File: src/rtl/bin2bcd_seq.sv
// bin2bcd_seq: sequential double-dabble converter, unsigned or two's-complement
// binary in, sign flag plus BCD digits out after WIDTH iterations.
module bin2bcd_seq #(
    parameter int WIDTH = 10,
    parameter int DIGITS = 4
) (
    input  logic                  clk,
    input  logic                  rst,
    input  logic                  start,
    input  logic [WIDTH-1:0]      din,
    input  logic                  is_signed,
    output logic                  busy,
    output logic                  done,
    output logic                  neg,
    output logic [4*DIGITS-1:0]   bcd
);
    localparam int CW = $clog2(WIDTH + 1);
    localparam logic [CW-1:0] LAST = CW'(WIDTH - 1);
    if (10 ** DIGITS <= 2 ** WIDTH - 1) begin : g_range_check
        $error("bin2bcd_seq: DIGITS too small for WIDTH");
    end
    typedef enum logic {IDLE, CONV} state_t;
    state_t r_state, w_state_nx;
    logic [CW-1:0]       r_cnt;
    logic [WIDTH-1:0]    r_mag, w_mag_nx;
    logic [4*DIGITS-1:0] r_scr, w_adj, w_scr_nx, r_bcd;
    logic                r_sign, r_neg, r_done;
    logic                w_cap, w_last, w_sign;
    assign w_cap  = r_state == IDLE && start;
    assign w_last = r_cnt == LAST;
    assign w_sign = is_signed & din[WIDTH-1];
    for (genvar i = 0; i < DIGITS; i++) begin : g_adj
        assign w_adj[4*i+:4] = r_scr[4*i+:4] >= 4'd5 ? r_scr[4*i+:4] + 4'd3 : r_scr[4*i+:4];
    end
    // The bit shifted out of the top digit is always zero for a valid DIGITS.
    assign {w_scr_nx, w_mag_nx} = {w_adj, r_mag} << 1;
    always_comb begin
        w_state_nx = r_state;
        if (r_state == IDLE) w_state_nx = start ? CONV : IDLE;
        else                 w_state_nx = w_last ? IDLE : CONV;
    end
    always_ff @(posedge clk) begin
        if (rst) r_state <= IDLE;
        else     r_state <= w_state_nx;
    end
    always_ff @(posedge clk) begin
        if (rst) begin
            r_cnt  <= '0;
            r_mag  <= '0;
            r_scr  <= '0;
            r_sign <= 1'b0;
            r_bcd  <= '0;
            r_neg  <= 1'b0;
            r_done <= 1'b0;
        end else begin
            r_done <= 1'b0;
            if (w_cap) begin
                r_sign <= w_sign;
                r_mag  <= w_sign ? ~din + 1'b1 : din;
                r_scr  <= '0;
                r_cnt  <= '0;
            end else if (r_state == CONV) begin
                r_scr <= w_scr_nx;
                r_mag <= w_mag_nx;
                r_cnt <= w_last ? '0 : r_cnt + 1'b1;
                if (w_last) begin
                    r_bcd  <= w_scr_nx;
                    r_neg  <= r_sign;
                    r_done <= 1'b1;
                end
            end
        end
    end
    assign busy = r_state == CONV;
    assign done = r_done;
    assign neg  = r_neg;
    assign bcd  = r_bcd;
endmodule

File: config.mk
export PLATFORM = sky130hd
export DESIGN_NAME = bin2bcd_seq
export DESIGN_NICKNAME = d
export VERILOG_FILES = /design/src/rtl/bin2bcd_seq.sv
export SDC_FILE = /design/constraint.sdc
export NUM_CORES = 1
export LEC_CHECK = 0
export BUFFER_PORTS_ARGS = -buffer_cell sky130_fd_sc_hd__buf_2
export CORE_UTILIZATION = 30
export CTS_CLUSTER_SIZE = 16
export DETAILED_ROUTE_END_ITERATION = 8
export PLACE_DENSITY = 0.58
export SETUP_SLACK_MARGIN = 0.02
export SYNTH_ARGS = -nofsm -noshare
export SYNTH_HDL_FRONTEND = slang
export SYNTH_SLANG_ARGS = --single-unit
File: constraint.sdc
create_clock -name clk -period 2 [get_ports clk]
set_clock_uncertainty 0.1 [all_clocks]
set_input_delay 0.4 -clock clk [delete_from_list [all_inputs] [get_ports clk]]
set_output_delay 0.4 -clock clk [all_outputs]
set_load 0.005 [all_outputs]
== After elaboration in Yosys (flattened, before gate mapping) ==
Cells that the tools add are included.

* Register bits after elaboration: 50
* Bits of input ports: 14
* Output and inout port bits: 19
* Logic and storage cells: 40

* Add/sub/neg operators: 6
* $lt $le $gt $ge: 4
* Equality and inequality tests: 1
* Mux-type cells: 12
* Bitwise gates (word level): 4
* Reduce and logical (&&, ||, !) cells: 5

{| class="wikitable"
|+ Operators with widths
! kind !! count
|-
| $mux W10 || 3
|-
| $ge A4 B3 Y1 const B || 4
|-
| $mux W4 || 4
|-
| $add A4 B2 Y4 const B || 3
|-
| $add A10 B1 Y10 const B || 1
|-
| $not A10 Y10 || 1
|-
| $add A4 B1 Y4 const B || 1
|-
| $eq A4 B4 Y1 const B || 1
|-
| $mux W1 || 4
|-
| $add A3 B2 Y3 const B || 1
|-
| $mux W3 || 1
|-
| $reduce_and A3 Y1 || 1
|-
| $reduce_or A3 Y1 || 1
|-
| $not A1 Y1 || 2
|-
| $reduce_bool A2 Y1 || 1
|-
| $reduce_or A2 Y1 || 1
|-
| $and A1 B1 Y1 || 1
|-
| $logic_and A1 B1 Y1 || 1
|}

== Longest topological paths before layout ==
Gate-level depths: netlist (run 1).

* Depth after elaboration: 4
* Depth in mapped cells: 6
* Gate-level depth less buffers: 6

== Worst setup path before layout (run 1) ==
OpenSTA, ideal clock, no wires.

* Kind: input port to flip-flop
* Start: input port din[1]
* End: register r_mag[7]
* Setup time: 0.130 ns
* Arrival: 1.398 ns
* Required time: 1.770 ns
* Slack: 0.371 ns
* Cell stages on the path: 4
* Buffers on the path: 0
* Cell sequence: or4_4 -> o41ai_4 -> xor2_1 -> o22ai_1

* Word-level cells in the longest chain between the ends: 4

{| class="wikitable"
|+ RTL lines
! item !! RTL line !! RTL
|-
| from (decl) || 10 || <nowiki>input logic [WIDTH-1:0] din,</nowiki>
|-
| $not A10 Y10 || 59 || <nowiki>r_mag <= w_sign ? ~din + 1'b1 : din;</nowiki>
|-
| $add A10 B1 Y10 || 59 ||
|-
| $mux W10 || 59 ||
|-
| $mux W10 || 57 || <nowiki>if (w_cap) begin</nowiki>
|-
| to (signal assigned) || 59 ||
|-
| to (signal assigned) || 64 || <nowiki>r_mag <= w_mag_nx;</nowiki>
|-
| to (decl) || 25 || <nowiki>logic [WIDTH-1:0] r_mag, w_mag_nx;</nowiki>
|}

Every way passes these cells.
A chain may end at the register's enable or synchronous reset.

== Worst setup path after layout (run 1) ==
* Start: register r_scr[1]
* End: register r_scr[2]

* Word-level cells in the longest chain between the ends: 2
* Elaborated cells between the ends (all ways): 3
* Classes of those cells: add/sub (1); order compare (1); mux (1)

{| class="wikitable"
|+ RTL lines
! item !! RTL line !! RTL
|-
| from (decl) || 26 || <nowiki>logic [4*DIGITS-1:0] r_scr, w_adj, w_scr_nx, r_bcd;</nowiki>
|-
| from (signal assigned) || 63 || <nowiki>r_scr <= w_scr_nx;</nowiki>
|-
| $add A4 B2 Y4 or $ge A4 B3 Y1 (tied branches) || 33 || <nowiki>assign w_adj[4*i+:4] = r_scr[4*i+:4] >= 4'd5 ? r_scr[4*i+:4] + 4'd3 : r_scr[4*i+:4];</nowiki>
|-
| $mux W4 * || 33 ||
|}

Mark *: on every way between the ends. The rest lies on a longest branch, timed or not.

==> metrics.txt, run 1 <==
# TYPE chip_impl_metric gauge
chip_impl_info{name="timing.critical_path.to_type",value="flip-flop"} 1
chip_impl_metric{name="reg2regPathDepth",unit=""} 6
chip_impl_metric{name="synth.cell_area",unit="µm²"} 2410
chip_impl_info{name="final_common_cell",value="sky130_fd_sc_hd__dfxtp_1"} 1
chip_impl_info{name="cts_tree",value="done"} 1
chip_impl_metric{name="clkLatencyLatePin",unit="ns"} 0.30
chip_impl_metric{name="highest_cell_delay_on_the_worst_timing_path",unit="ns"} 0.38
chip_impl_info{name="layout.cells.most_common_list",value="50 x sky130_fd_sc_hd__dfxtp_1, 32 x sky130_fd_sc_hd__buf_2, 27 x sky130_fd_sc_hd__nor2_1"} 1
chip_impl_info{name="hold_path_class",value="in -> reg"} 1
chip_impl_metric{name="critical_path.max_fanout",unit=""} 5
chip_impl_metric{name="die_y",unit="µm"} 91.7
chip_impl_metric{name="maxSlewHeadroom",unit=""} 0.716
chip_impl_metric{name="overall_global_routing_usage",unit=""} 0.117
chip_impl_info{name="worst_hold_startpoint",value="din[9]"} 1
chip_impl_metric{name="drive_above_1_share",unit=""} 0.177
chip_impl_metric{name="first_global_vias",unit=""} 1795
chip_impl_info{name="rsz0062_at_grt",value="false"} 1
chip_impl_metric{name="ys_seq_area_frac",unit=""} 0.415
chip_impl_metric{name="via_count",unit=""} 1979
chip_impl_metric{name="place_worst_setup_slack",unit="ns"} 0.190
chip_impl_metric{name="fp.dieW",unit="µm"} 91.7
chip_impl_metric{name="final_cell_area",unit="µm²"} 2780
chip_impl_metric{name="critical_path_buf_inv_count",unit=""} 1
chip_impl_metric{name="synth_seq_cells",unit=""} 50
chip_impl_metric{name="number_of_hold_slack_violations_in_the_final_timing_report",unit=""} 0
chip_impl_metric{name="postCtsSetupRepairBufs",unit=""} 0
chip_impl_metric{name="postCtsHoldBufs",unit=""} 0
chip_impl_metric{name="setup_total_negative_slack",unit="ns"} 0
chip_impl_metric{name="post_cts_resize_count",unit=""} 0
chip_impl_metric{name="totalWireLength",unit="mm"} 4.93
chip_impl_metric{name="initial_utilization",unit=""} 0.310
chip_impl_info{name="critical_path_class",value="reg -> reg"} 1
chip_impl_metric{name="dpl_cell_area",unit="µm²"} 2700
chip_impl_metric{name="cap_violations",unit=""} 0
chip_impl_metric{name="max_freq",unit="GHz"} 0.572
chip_impl_info{name="worst_setup_path_startpoint",value="r_scr[1]$_SDFFE_PP0P_"} 1
chip_impl_info{name="r2r_start",value="r_scr[1]$_SDFFE_PP0P_"} 1
chip_impl_metric{name="max_slew.worst_pin.slew",unit="ns"} 0.426
chip_impl_info{name="root_buffer",value="sky130_fd_sc_hd__clkbuf_8"} 1
chip_impl_metric{name="synth_edf_count",unit=""} 0
chip_impl_metric{name="worstPathArrival",unit="ns"} 1.87
chip_impl_metric{name="postSynthCellCount",unit=""} 277
chip_impl_metric{name="avgRoutedWirePerCell",unit="µm"} 12.0
chip_impl_metric{name="path_clk_slew",unit="ns"} 0.09
chip_impl_metric{name="design.final.nets",unit=""} 332
chip_impl_metric{name="power.density_cell_area",unit="nW/µm²"} 651
chip_impl_metric{name="synth_top_area_share",unit=""} 0.415
chip_impl_metric{name="final.setup.worst_slack",unit="ns"} 0.251
chip_impl_info{name="status",value="finished clean"} 1
chip_impl_info{name="cp-start-kind",value="flip-flop"} 1
chip_impl_info{name="path_cells",value="inv_1 -> ha_1 -> nand2b_1 -> a21oi_1 -> mux2_2 -> o22ai_1"} 1
chip_impl_metric{name="min_period_over_period",unit=""} 0.875
chip_impl_metric{name="drt_initial_violations",unit=""} 90
chip_impl_metric{name="slew_violations",unit=""} 0
chip_impl_metric{name="die_area",unit="µm²"} 8400
chip_impl_metric{name="initial_antenna_violation_count",unit=""} 0
chip_impl_metric{name="drt_drc_violations_left",unit=""} 0
chip_impl_metric{name="leakage",unit="nW"} 1.01
chip_impl_metric{name="io_pins",unit=""} 33
chip_impl_metric{name="antenna-diode-count",unit=""} 0
chip_impl_metric{name="clkSinkCount",unit=""} 50
chip_impl_metric{name="count_of_distinct_cell_types_in_the_synthesized_netlist",unit=""} 38
chip_impl_info{name="cell_class_contributing_the_biggest_share_of_worst_path_delay",value="compound AO/OA/AOI/OAI gates"} 1
chip_impl_metric{name="cts-buffers-inserted",unit=""} 5
chip_impl_metric{name="area_delta_synth_final",unit="%"} 15.4
chip_impl_metric{name="mappedNetlistNets",unit=""} 300
chip_impl_metric{name="cts.htree.levels",unit=""} 2
chip_impl_metric{name="cts-root-to-sink-buffers",unit=""} 2
chip_impl_metric{name="setup_viol",unit=""} 0
chip_impl_metric{name="global_route_wire_length_before_repair",unit="mm"} 7.98
chip_impl_metric{name="timing.critical_path.depth",unit=""} 6
chip_impl_metric{name="drt-vias-per-instance",unit=""} 4.80
chip_impl_metric{name="grt_max_degree",unit=""} 28
chip_impl_info{name="post-synth-top-area-cell",value="sky130_fd_sc_hd__dfxtp_1"} 1
chip_impl_metric{name="filler_cell_count",unit=""} 839
chip_impl_metric{name="post-route-min-period",unit="ns"} 1.75
chip_impl_metric{name="drt.antenna.violating_nets",unit=""} 0
chip_impl_info{name="slowest_stage",value="sky130_fd_sc_hd__mux2_2"} 1
chip_impl_metric{name="syn_avg_cell_area",unit="µm²"} 8.70
chip_impl_metric{name="globalplace.congestion",unit=""} 0.749
chip_impl_metric{name="number_of_buffers_inserted_by_port_buffering",unit=""} 32
chip_impl_info{name="yosys-top-cells-area",value="sky130_fd_sc_hd__dfxtp_1 42%, sky130_fd_sc_hd__nand2b_1 6.0%, sky130_fd_sc_hd__o22ai_1 5.4%"} 1
chip_impl_metric{name="number_of_standard_cell_rows_in_the_floorplan",unit=""} 32
chip_impl_metric{name="required",unit="ns"} 2.12
chip_impl_metric{name="fin_util",unit=""} 0.358
chip_impl_metric{name="warning_count_from_the_yosys_run",unit=""} 0
chip_impl_metric{name="core_area",unit="µm²"} 7770
chip_impl_metric{name="grt_ovf",unit=""} 0
chip_impl_metric{name="worst_voltage_drop_across_the_vdd_grid",unit="V"} 0.000310
chip_impl_metric{name="timing.hold.worst_path_depth",unit=""} 3
chip_impl_metric{name="async_reset_ff_frac",unit=""} 0
chip_impl_info{name="yosys_most_used_dff",value="sky130_fd_sc_hd__dfxtp_1"} 1
chip_impl_metric{name="place_hpwl",unit="mm"} 3.51
chip_impl_metric{name="drt-pass1-iter-count",unit=""} 5
## metal layers
metal  share of wire  vias up  track usage
met5               0        -            0
met4           0.011        0       0.0357
met3           0.027        7       0.0240
met2            0.45       26        0.195
met1            0.51      903        0.152
li1                -     1043            -
## power by group
part	internal [W]	switching (W)	total (W)
Sequential	0.00102	0.0000158	0.00103
Clock	0.000248	0.000334	0.000582
Combinational	0.0000843	0.000111	0.000195
Total	0.00135	0.000461	0.00181
## synth_stat cells (2+ instances only)
master                     number
sky130_fd_sc_hd__buf_1          3
sky130_fd_sc_hd__xor2_1         4
sky130_fd_sc_hd__buf_2          2
sky130_fd_sc_hd__a21oi_1       23
sky130_fd_sc_hd__dfxtp_1       50
sky130_fd_sc_hd__o22ai_1       21
sky130_fd_sc_hd__nand2b_1      23
sky130_fd_sc_hd__nand2_1       18
sky130_fd_sc_hd__nor3_1         3
sky130_fd_sc_hd__nor2b_1        2
sky130_fd_sc_hd__nor3b_1       11
sky130_fd_sc_hd__a211oi_1       6
sky130_fd_sc_hd__inv_1         11
sky130_fd_sc_hd__nor2_1        27
sky130_fd_sc_hd__a311oi_1       4
sky130_fd_sc_hd__xnor2_1        9
sky130_fd_sc_hd__nand3_1        6
sky130_fd_sc_hd__a31oi_1        2
sky130_fd_sc_hd__ha_1           9
sky130_fd_sc_hd__o21ai_0       10
sky130_fd_sc_hd__clkbuf_1       9
sky130_fd_sc_hd__mux2i_1        5
sky130_fd_sc_hd__mux2_2         4
## stage by stage
step / hold WS (ns) / std cells / power (W)
5_1_grt: 0.297 / 412 / 0.00190
4_1_cts: 0.275 / 412 / 0.00184
3_3_place_gp: 0.351 / 404 / 0.00125
3_5_place_dp: 0.355 / 404 / 0.00126
2_1_floorplan: 0.340 / 277 / 0.00119
6_report: 0.287 / 412 / 0.00181
## registers in the layout, indices dropped and copies added, names as in the netlist
| signal | count |
|---|---|
| neg | 1 |
| done | 1 |
| bcd | 16 |
| r_mag | 10 |
| r_cnt | 4 |
| busy | 1 |
| r_scr | 16 |
| r_sign | 1 |
## cells by family after synthesis
kind of cell,after synthesis,share of synthesized area
buffers and inverters,26,0.0431
adders and majority gates,9,0.0467
and+or+nand+nor,98,0.217
xor gates and xnor gates,13,0.0472
muxes,9,0.0394
AOI/OAI and AO/OA,72,0.191
DFF,50,0.415
## final cells by class
type / instances / area [µm²] / share of cell area
timing repair buffer: 40 / 220 / 0.0791
tap: 102 / 128 / 0.0459
clock buffer: 6 / 72.6 / 0.0261
multi-input combinational: 201 / 1310 / 0.469
clock inverter: 2 / 13.8 / 0.00495
sequential: 50 / 1000 / 0.360
inverter: 11 / 41.3 / 0.0148
## worst paths after layout
check                     endpoint  slack, ns
min          r_mag[9]$_SDFFE_PP0P_       0.29
max reg2reg  r_scr[2]$_SDFFE_PP0P_       0.25
min reg2reg  r_mag[1]$_SDFFE_PP0P_       0.36
max          r_scr[2]$_SDFFE_PP0P_       0.25
## worst register-to-register path, delay by kind of cell (launching register included)
family	cells	cell delay [ns]
multiplexers	1	0.38
buffers and inverters	1	0.10
adder cells (fa/ha/maj)	1	0.26
AND/OR/NAND/NOR	1	0.09
AO/OA/AOI/OAI	2	0.40
flip-flops	1	0.34
Power figures use the tool's default switching activity.
==> run 2: changes to the inputs <==
--- a/config.mk
+++ b/config.mk
@@ -10,6 +10,7 @@
 export CTS_CLUSTER_SIZE = 16
 export DETAILED_ROUTE_END_ITERATION = 8
 export PLACE_DENSITY = 0.58
+export REMOVE_ABC_BUFFERS = 1
 export SETUP_SLACK_MARGIN = 0.02
 export SYNTH_ARGS = -nofsm -noshare
 export SYNTH_HDL_FRONTEND = slang
==> run 2 against run 1 <==
Clock power grew 6.4%. Power grew 2.3%. Die area is the same. Core utilization grew 0.11 points. Fmax grew 1.3%. Count of clock-buffer cells in the layout shrank 1. Sequential cell count is the same. Wire length grew 1.1%. Global-route usage grew 0.14 points. Final cell count is the same. Hold slack lost 0.013 ns. Highest routed layer unchanged.
==> metrics.txt, run 2 (same netlist as run 1, synthesis figures left out) <==
# TYPE chip_impl_metric gauge
chip_impl_info{name="status",value="finished clean"} 1
chip_impl_metric{name="global_route_wire_length_before_repair",unit="mm"} 8.09
chip_impl_metric{name="drt_initial_violations",unit=""} 57
chip_impl_metric{name="via_count",unit=""} 1981
chip_impl_metric{name="cts-root-to-sink-buffers",unit=""} 2
chip_impl_metric{name="leakage",unit="nW"} 1.01
chip_impl_info{name="rsz0062_at_grt",value="false"} 1
chip_impl_metric{name="drt-pass1-iter-count",unit=""} 4
chip_impl_metric{name="highest_cell_delay_on_the_worst_timing_path",unit="ns"} 0.43
chip_impl_info{name="slowest_stage",value="sky130_fd_sc_hd__dfxtp_1"} 1
chip_impl_info{name="root_buffer",value="sky130_fd_sc_hd__clkbuf_8"} 1
chip_impl_metric{name="fp.dieW",unit="µm"} 91.7
chip_impl_metric{name="multi_input_combinational_cell_area",unit="µm²"} 1310
chip_impl_metric{name="clkSinkCount",unit=""} 50
chip_impl_metric{name="cap_violations",unit=""} 0
chip_impl_metric{name="worst_voltage_drop_across_the_vdd_grid",unit="V"} 0.000266
chip_impl_metric{name="number_of_standard_cell_rows_in_the_floorplan",unit=""} 32
chip_impl_metric{name="overall_global_routing_usage",unit=""} 0.119
chip_impl_metric{name="filler_cell_count",unit=""} 834
chip_impl_metric{name="net-switching-power",unit="W"} 0.000490
chip_impl_metric{name="totalWireLength",unit="mm"} 4.98
chip_impl_metric{name="maxSlewHeadroom",unit=""} 0.709
chip_impl_metric{name="postCtsHoldBufs",unit=""} 0
chip_impl_metric{name="worstPathArrival",unit="ns"} 1.87
chip_impl_metric{name="slew_violations",unit=""} 0
chip_impl_info{name="r2r_start",value="busy$_SDFF_PP0_"} 1
chip_impl_metric{name="cts-buffers-inserted",unit=""} 5
chip_impl_metric{name="first_global_vias",unit=""} 1786
chip_impl_metric{name="die_area",unit="µm²"} 8400
chip_impl_metric{name="number_of_hold_slack_violations_in_the_final_timing_report",unit=""} 0
chip_impl_metric{name="r2r_slack",unit="ns"} 0.27
chip_impl_metric{name="p_clk_frac",unit=""} 0.334
chip_impl_metric{name="number_of_placed_instances_taps_included",unit=""} 404
chip_impl_metric{name="report.power.total",unit="W"} 0.00185
chip_impl_metric{name="initial_utilization",unit=""} 0.310
chip_impl_metric{name="layout.cells.non_filler",unit=""} 412
chip_impl_metric{name="core_area",unit="µm²"} 7770
chip_impl_info{name="critical_path_class",value="reg -> reg"} 1
chip_impl_metric{name="drt.antenna.violating_nets",unit=""} 0
chip_impl_metric{name="drive_above_1_share",unit=""} 0.181
chip_impl_metric{name="seq_power_share",unit=""} 0.559
chip_impl_metric{name="io_pins",unit=""} 33
chip_impl_metric{name="grt_max_degree",unit=""} 29
chip_impl_metric{name="avgRoutedWirePerCell",unit="µm"} 12.1
chip_impl_metric{name="critical_path.max_fanout",unit=""} 15
chip_impl_metric{name="power.density_cell_area",unit="nW/µm²"} 664
chip_impl_info{name="cp-start-kind",value="flip-flop"} 1
chip_impl_info{name="worst_setup_path_startpoint",value="busy$_SDFF_PP0_"} 1
chip_impl_info{name="cell_class_contributing_the_biggest_share_of_worst_path_delay",value="simple AND/OR/NAND/NOR gates"} 1
chip_impl_metric{name="switching_share",unit=""} 0.265
chip_impl_info{name="timing.critical_path.to_type",value="flip-flop"} 1
chip_impl_metric{name="timing.critical_path.depth",unit=""} 5
chip_impl_metric{name="number_of_buffers_inserted_by_port_buffering",unit=""} 32
chip_impl_info{name="hold_path_class",value="in -> reg"} 1
chip_impl_metric{name="die_y",unit="µm"} 91.7
chip_impl_metric{name="grt_ovf",unit=""} 0
chip_impl_metric{name="design.final.nets",unit=""} 332
chip_impl_metric{name="min_period_over_period",unit=""} 0.864
chip_impl_metric{name="path_clk_slew",unit="ns"} 0.11
chip_impl_info{name="cts_tree",value="done"} 1
chip_impl_metric{name="cell_internal_pwr",unit="W"} 0.00136
chip_impl_info{name="r2r-end",value="bcd[14]$_SDFFE_PP0P_"} 1
chip_impl_metric{name="antenna-diode-count",unit=""} 0
chip_impl_metric{name="setup_viol",unit=""} 0
chip_impl_metric{name="place_hpwl",unit="mm"} 3.65
chip_impl_metric{name="max_freq",unit="GHz"} 0.579
chip_impl_info{name="layout.cells.most_common_list",value="50 x sky130_fd_sc_hd__dfxtp_1, 32 x sky130_fd_sc_hd__buf_2, 27 x sky130_fd_sc_hd__nor2_1"} 1
chip_impl_metric{name="clkLatencyLatePin",unit="ns"} 0.31
chip_impl_info{name="path_cells",value="nand2_1 -> nor3b_4 -> buf_4 -> nand2b_1 -> o22ai_1"} 1
chip_impl_metric{name="drt_drc_violations_left",unit=""} 0
chip_impl_metric{name="comb_pwr_share",unit=""} 0.107
chip_impl_metric{name="postCtsSetupRepairBufs",unit=""} 0
chip_impl_metric{name="required",unit="ns"} 2.14
chip_impl_metric{name="drt-vias-per-instance",unit=""} 4.81
chip_impl_info{name="final_common_cell",value="sky130_fd_sc_hd__dfxtp_1"} 1
chip_impl_metric{name="reg2regPathDepth",unit=""} 5
chip_impl_metric{name="globalplace.congestion",unit=""} 0.740
chip_impl_metric{name="post-route-min-period",unit="ns"} 1.73
chip_impl_metric{name="post_cts_resize_count",unit=""} 0
chip_impl_metric{name="finalHoldWorstSlack",unit="ns"} 0.274
chip_impl_metric{name="critical_path_buf_inv_count",unit=""} 1
chip_impl_metric{name="initial_antenna_violation_count",unit=""} 0
chip_impl_metric{name="seq_area",unit="µm²"} 1000
chip_impl_metric{name="cts.htree.levels",unit=""} 2
chip_impl_metric{name="area_delta_synth_final",unit="%"} 15.8
chip_impl_info{name="critical_path.endpoint",value="bcd[14]$_SDFFE_PP0P_"} 1
chip_impl_metric{name="max_slew.worst_pin.slew",unit="ns"} 0.432
-- run 2: changes by cell type in the layout (fill, tap and decap cells not counted) --
cell and delta:
sky130_fd_sc_hd__clkinv_2 -1, sky130_fd_sc_hd__inv_6 +2, sky130_fd_sc_hd__clkbuf_1 -1
-- run 2: worst min-delay path by stage --
stage	from	endpoint	slack [ns]	cells after the start
2_1_floorplan	r_mag[0]$_SDFFE_PP0P_	r_mag[1]$_SDFFE_PP0P_	0.33	2
3_3_place_gp	r_mag[1]$_SDFFE_PP0P_	r_mag[2]$_SDFFE_PP0P_	0.35	2
6_report	rst	r_mag[8]$_SDFFE_PP0P_	0.27	2
3_5_place_dp	r_mag[1]$_SDFFE_PP0P_	r_mag[2]$_SDFFE_PP0P_	0.36	2
5_1_grt	rst	r_mag[8]$_SDFFE_PP0P_	0.29	2
4_1_cts	rst	r_mag[8]$_SDFFE_PP0P_	0.27	2
-- run 2: final cells by class --
type                       instances  area share
multi-input combinational        201       0.468
timing repair buffer              40      0.0789
clock buffer                       5      0.0247
clock inverter                     3     0.00941
inverter                          11      0.0148
tap                              102      0.0457
sequential                        50       0.359
-- run 2: routing by layer --
metal	up-vias	GRT usage	part of all wire
met2	29	0.213	0.48
met1	905	0.141	0.48
li1	1045	-	-
met3	2	0.0290	0.040
met5	-	0	0
met4	0	0.0278	0.0034
-- run 2: power groups by stage --
stage	Combinational (W)	Clock (W)	Sequential, W
after global placement	0.000196	0	0.00106
after detailed placement	0.000199	0	0.00106
after floorplan	0.000113	0	0.00106
after CTS	0.000200	0.000650	0.00104
after global routing	0.000220	0.000680	0.00104
final	0.000198	0.000619	0.00104
-- run 2: metrics by stage --
step	util	cell area, µm²	setup TNS [ns]	setup slack, ns
after floorplan	-	2350	-12.09	-0.705
after global placement	0.347	2700	0	0.218
after detailed placement	0.347	2700	0	0.191
after CTS	0.359	2790	0	0.266
after global routing	0.359	2790	0	0.140
final	0.359	2790	0	0.273
